<file path="config.mk">
export PLATFORM = sky130hd
export DESIGN_NAME = pipe_ctrl
export DESIGN_NICKNAME = d
export VERILOG_FILES = /design/src/rtl/pipe_ctrl.sv
export SDC_FILE = /design/constraint.sdc
export NUM_CORES = 1
export LEC_CHECK = 0
export BUFFER_PORTS_ARGS = -buffer_cell sky130_fd_sc_hd__buf_2
export CAP_MARGIN = 5
export CORE_AREA = 2 2 84 86
export DETAILED_ROUTE_END_ITERATION = 7
export DIE_AREA = 0 0 86 88
export PLACE_DENSITY = 0.79
export SYNTH_ARGS = -nofsm -noshare
export SYNTH_HDL_FRONTEND = slang
export SYNTH_SLANG_ARGS = --single-unit
</file>
<file path="constraint.sdc">
create_clock -name clk -period 2.93 [get_ports clk]
set_input_delay 0.586 -clock clk [delete_from_list [all_inputs] [get_ports clk]]
set_output_delay 0.586 -clock clk [all_outputs]
set_load 0.01 [all_outputs]
</file>
<file path="src/rtl/pipe_ctrl.sv">
// pipe_ctrl: pipeline control unit for the 5-stage core.
//
// Arbitrates stall and redirect requests from ID, EX and MEM. Drives per-stage
// hold and flush enables, detects branch mispredictions at EX, and supplies
// the corrected fetch address to the PC.
//
// Ports:
//   clk, rstn          core clock, asynchronous active-low reset
//   id_lu_hazard_i     load-use hazard between ID and EX
//   ex_*_i             EX-stage branch resolution and multi-cycle op handshake
//   mem_wait_i         data bus not ready
//   hold_en_o[4:0]     hold per stage: [0] PC, [1] IF/ID, [2] ID/EX, [3] EX/MEM, [4] MEM/WB
//   flush_o[4:0]       bubble insert into the same registers as hold_en_o
//   prd_fail_o         misprediction redirect this cycle
//   redirect_addr_o    corrected PC
//   err_o              sticky multi-cycle watchdog error
//   mispred_cnt_o      mispredictions retired
//   stall_cnt_o        cycles with the PC held
//
// Configuration: define PIPE_CTRL_PERF_CNT_EN to build the performance
// counters; otherwise both counter outputs are tied to zero.

module pipe_ctrl #(
    parameter int unsigned MC_TIMEOUT = 64,
    parameter int unsigned CNT_W      = 32
) (
    input  logic             clk,
    input  logic             rstn,
    input  logic             id_lu_hazard_i,
    input  logic             ex_valid_i,
    input  logic             ex_branch_i,
    input  logic             ex_jump_en_i,
    input  logic             ex_prd_taken_i,
    input  logic [31:0]      ex_prd_addr_i,
    input  logic [31:0]      ex_jump_addr_i,
    input  logic [31:0]      ex_instaddr_i,
    input  logic             ex_mc_req_i,
    input  logic             ex_mc_done_i,
    input  logic             mem_wait_i,
    output logic [4:0]       hold_en_o,
    output logic [4:0]       flush_o,
    output logic             prd_fail_o,
    output logic [31:0]      redirect_addr_o,
    output logic             err_o,
    output logic [CNT_W-1:0] mispred_cnt_o,
    output logic [CNT_W-1:0] stall_cnt_o
);

    localparam int unsigned WdW = $clog2(MC_TIMEOUT);

    typedef enum logic [1:0] {
        StRun,
        StMcWait,
        StRedir
    } state_e;

    state_e         state_q, state_d;
    logic [WdW-1:0] wd_q, wd_d;
    logic           err_q, err_d;
    logic           mp;
    logic           wd_expired;

    assign mp = ex_valid_i & ex_branch_i &
                ((ex_jump_en_i != ex_prd_taken_i) |
                 (ex_jump_en_i & ex_prd_taken_i & (ex_jump_addr_i != ex_prd_addr_i)));

    assign redirect_addr_o = ex_jump_en_i ? ex_jump_addr_i : ex_instaddr_i + 32'd4;

    assign wd_expired = (wd_q == WdW'(MC_TIMEOUT - 1));

    always_comb begin
        hold_en_o  = 5'b00000;
        flush_o    = 5'b00000;
        prd_fail_o = 1'b0;
        state_d    = state_q;
        wd_d       = wd_q;
        err_d      = err_q;

        unique case (state_q)
            StRun: begin
                if (mem_wait_i) begin
                    // EX is frozen; any pending request is re-evaluated next cycle.
                    hold_en_o = 5'b01111;
                    flush_o   = 5'b10000;
                end else if (ex_mc_req_i) begin
                    hold_en_o = 5'b00111;
                    flush_o   = 5'b01000;
                    wd_d      = '0;
                    state_d   = StMcWait;
                end else if (mp) begin
                    // Beats load-use: the ID instruction is on the wrong path.
                    prd_fail_o = 1'b1;
                    flush_o    = 5'b00110;
                    state_d    = StRedir;
                end else if (id_lu_hazard_i) begin
                    hold_en_o = 5'b00011;
                    flush_o   = 5'b00100;
                end
            end

            StMcWait: begin
                if (ex_mc_done_i || wd_expired) begin
                    // Release the pipeline; a timeout without done is latched as an error.
                    wd_d    = '0;
                    state_d = StRun;
                    if (!ex_mc_done_i) begin
                        err_d = 1'b1;
                    end
                end else begin
                    wd_d = wd_q + 1'b1;
                    if (mem_wait_i) begin
                        hold_en_o = 5'b01111;
                        flush_o   = 5'b10000;
                    end else begin
                        hold_en_o = 5'b00111;
                        flush_o   = 5'b01000;
                    end
                end
            end

            StRedir: begin
                if (mem_wait_i) begin
                    hold_en_o = 5'b01111;
                    flush_o   = 5'b10000;
                end else begin
                    // Discard the wrong-path fetch already in flight.
                    flush_o = 5'b00010;
                    state_d = StRun;
                end
            end

            default: begin
                state_d = StRun;
            end
        endcase

        if (!rstn) begin
            hold_en_o  = 5'b00000;
            flush_o    = 5'b11111;
            prd_fail_o = 1'b0;
        end
    end

    always_ff @(posedge clk or negedge rstn) begin
        if (!rstn) begin
            state_q <= StRun;
            wd_q    <= '0;
            err_q   <= 1'b0;
        end else begin
            state_q <= state_d;
            wd_q    <= wd_d;
            err_q   <= err_d;
        end
    end

    assign err_o = err_q;

`ifdef PIPE_CTRL_PERF_CNT_EN
    logic [CNT_W-1:0] mispred_cnt_q;
    logic [CNT_W-1:0] stall_cnt_q;

    always_ff @(posedge clk or negedge rstn) begin
        if (!rstn) begin
            mispred_cnt_q <= '0;
            stall_cnt_q   <= '0;
        end else begin
            mispred_cnt_q <= mispred_cnt_q + CNT_W'(prd_fail_o);
            stall_cnt_q   <= stall_cnt_q + CNT_W'(hold_en_o[0]);
        end
    end

    assign mispred_cnt_o = mispred_cnt_q;
    assign stall_cnt_o   = stall_cnt_q;
`else
    assign mispred_cnt_o = '0;
    assign stall_cnt_o   = '0;
`endif

endmodule

</file>
==> summary.txt <==
Critical path
  – Ordered list of cells on the worst path: buf_2 > xor2_1 > nor4_1 > nand4_1 > nor2_2 > nor3_1 > or3_1 > buf_2
  – Worst-path cell with the longest stage delay: sky130_fd_sc_hd__nor4_1
  – Most common cell on crit path: sky130_fd_sc_hd__buf_2
  – Critical path type: primary input to output pin
  – Cell type group with the largest total delay on the critical path: simple AND/OR/NAND/NOR gates
  – Type of destination of the critical path: output pin
  – Crit path buf inv count: 2
  – Data required time at the worst endpoint: roughly 2.3 ns
  – CP Max Fanout: 2
  – Data arrival, critical path: 2.20 ns
  – Kind of start point of the critical path: primary input
  – Delay contributed by the slowest stage of the critical path: 0.40 ns

Synthesis
  – Most area-hungry cell type in the Yosys netlist: sky130_fd_sc_hd__buf_4
  – Number of enable flip-flop cells after synthesis: 0
  – Most frequently used cell type in the post-synthesis netlist: sky130_fd_sc_hd__buf_4
  – Leading post-synthesis cells by cell area: sky130_fd_sc_hd__buf_4, sky130_fd_sc_hd__xor2_1, sky130_fd_sc_hd__dfrtp_1
  – Synth unique cells: 39
  – Post-Syn Area: about 0.0023 mm^2
  – Top cells by count, synth: sky130_fd_sc_hd__buf_4, sky130_fd_sc_hd__nand2_1, sky130_fd_sc_hd__xor2_1, sky130_fd_sc_hd__o21ai_0, sky130_fd_sc_hd__nor2_1
  – Share of the yosys chip area belonging to registers: 9.65%
  – Number of cells produced by synthesis: approximately 340
  – Post-Synthesis Mean Instance Area: about 7.0 um^2
  – Primary FF master, synth: sky130_fd_sc_hd__dfrtp_1
  – Share of Yosys cell area claimed by the top area cell type: about 22%
  – Ys async rst share: 100%
  – Number of warnings printed during yosys synthesis: 0
  – Flops & latches, synth: 9

Place
  – Final RePlAce weighted congestion: 0.828
  – Quantity of I/O buffers inserted on ports: 148
  – Instance area at placement: approximately 0.0029 mm^2
  – Final HPWL DP: 6020 um
  – Worst setup timing slack at the placement stage: -0.0644 ns

Timing
  – Final number of max-transition violations: 0
  – Unrepaired setup endpoints after global routing: no
  – Fmax: between 0.3 and 0.4 GHz
  – Final critical-path share of the clock period: 95.2%
  – Slew @ Worst Pin: 0.582 ns
  – Final sum of negative setup slack: 0 ns
  – Worst-case hold slack: approximately 0.22 ns
  – Fin. Hold Viols: 0
  – Post-route minimum period: 2.79 ns
  – Worst-case setup margin in the final layout: 0.140 ns
  – Final worst clock skew: 0.00140 ns
  – Endpoints failing setup: 0
  – Relative slew slack: 60.8%

Die
  – Die extent in x: 86 um
  – I/O pin cnt: 214
  – Chip Height: 88 um
  – Rows: 30
  – Starting utilization of the core area: a little over a third
  – Area of the placeable core: around 0.0066 mm^2
  – Area enclosed by the die boundary: 0.00757 mm^2

Detailed routing
  – Post-detailed-routing wire length: between 6000 and 7000 um
  – Routed len/inst: about 12 um
  – Remaining antenna violation count after routing: 0
  – Detailed-router iteration count before antenna repair: 5
  – Number of design-rule violations left by the first detailed-router iteration: 62
  – Residual DRC: 0
  – Number of vias in the routed layout: around 2.6k
  – Drt via density: between 4 and 5

Run status
  – Result of the run: finished, final reports clean

Clock tree
  – Later-pin clock latency in the skew report: 0.24 ns
  – TritonCTS clock tree: done
  – Longest Clk Path Bufs: 2
  – CTS clk-pin slew, worst paths: 0.05 ns
  – Number of H-tree levels: 1
  – Clock buffers created by TritonCTS: 3
  – Hold-fix buffer count after cts: 0
  – Root Buffer Master: sky130_fd_sc_hd__clkbuf_8
  – Sinks on Clock Net: 9

Finish
  – Share of the core filled with cells in the final layout: 44.5%
  – Antenna diode count: 0
  – Final non-filler cell area: 0.00296 mm^2
  – Total Nets Final: between 500 and 600
  – Area Growth Syn to Fin: 26.7%
  – Share of post-route cells with drive strength above 1: between 30% and 40%

Power
  – Static power due to leakage: about 1.6 nW
  – Maximum resistive drop on vdd: 116 uV
  – Power per standard cell area: 230 mW/mm^2

GRT
  – Total track usage: 16.7%
  – Number of antenna violations at the first check in global routing: 0
  – Number of global-route vias before repair: 2239
  – Grt total ovfl: 0
  – Maximum number of pins on one net before global-route repair: 61
  – Wire length of the first global-routing pass: 10100 um

Flow run
  – Reported max-cap violation count: 0

Hold path
  – Hold/Removal Path Class: primary input to asynchronous set/reset pin
==> cell type report <==
cell class                      count  area (um^2)
Inverter                            9         33.8
Timing Repair Buffer              152          771
Sequential cell                     9          225
Multi-Input combinational cell    306         1780
Tap cell                           80          100
Clock buffer                        4         45.0
Fill cell                         670         3690
==> what timing repair did <==
action                                 4_1_cts  5_1_grt
pin swaps                                    0        3
setup endpoints to repair                    3        3
endpoints found under the hold margin        0        0
buffers inserted                             0        0
resized for setup                            2        2
==> flip-flops by register name, summed over array words and instances (netlist names) <==
| name | cells |
|---|---|
| wd_q | 6 |
| state_q | 2 |
| err_o | 1 |
==> path summary, 6_finish.rpt <==
kind | from | to | slack (ns) | cells past startpoint
setup / recovery | ex_prd_addr_i[27] | flush_o[2] | 0.14 | 8
hold / removal | rstn | wd_q[5] | 0.22 | 1
setup reg to reg | wd_q[0] | wd_q[5] | 1.27 | 7
hold reg to reg | err_o | err_o | 0.46 | 1
max in group asynchronous | rstn | wd_q[3] | 2.49 | 1
min in group clk | err_o | err_o | 0.46 | 1
==> routing by layer <==
metal | track usage (%) | wire, um | part of all wire (%)
met1 | 20.1 | 2670 | 39
met2 | 32.1 | 3620 | 53
met3 | 0.848 | 515 | 7.5
met4 | 4.62 | 86 | 1.2
met5 | 0 | 0 | 0
==> power breakdown <==
part	leakage, nW	internal [mW]	switching, mW
clock network	0.0228	0.0952	0.0532
logic	1.44	0.155	0.229
registers	0.123	0.134	0.0150
==> layout by cell type (no fill, tap or decap), drive strengths merged, types with 9 or more instances in the layout <==
master / n
nor2: 20
dfrtp: 9
xnor2: 13
nand2: 51
buf: 152
nand3: 15
conb: 65
o21ai: 41
xor2: 48
inv: 9
==> stage by stage <==
step	power, mW	cells
3_5_place_dp	0.530	556
4_1_cts	0.686	560
3_3_place_gp	0.524	556
5_1_grt	0.742	560
2_1_floorplan	0.417	399
6_report	0.682	560
==> kinds of logic after synthesis <==
| family | Yosys count | share of synthesized area (%) |
|---|---|---|
| simple gates | 123 | 27.2 |
| buf+inv | 84 | 25.0 |
| xor+xnor | 61 | 22.9 |
| compound gates | 50 | 11.6 |
| flops | 9 | 9.65 |
| mux | 4 | 1.88 |
| fa+ha+maj | 3 | 1.61 |
| other cells | 1 | 0.161 |
No activity file was read; power rests on OpenSTA's default activity.
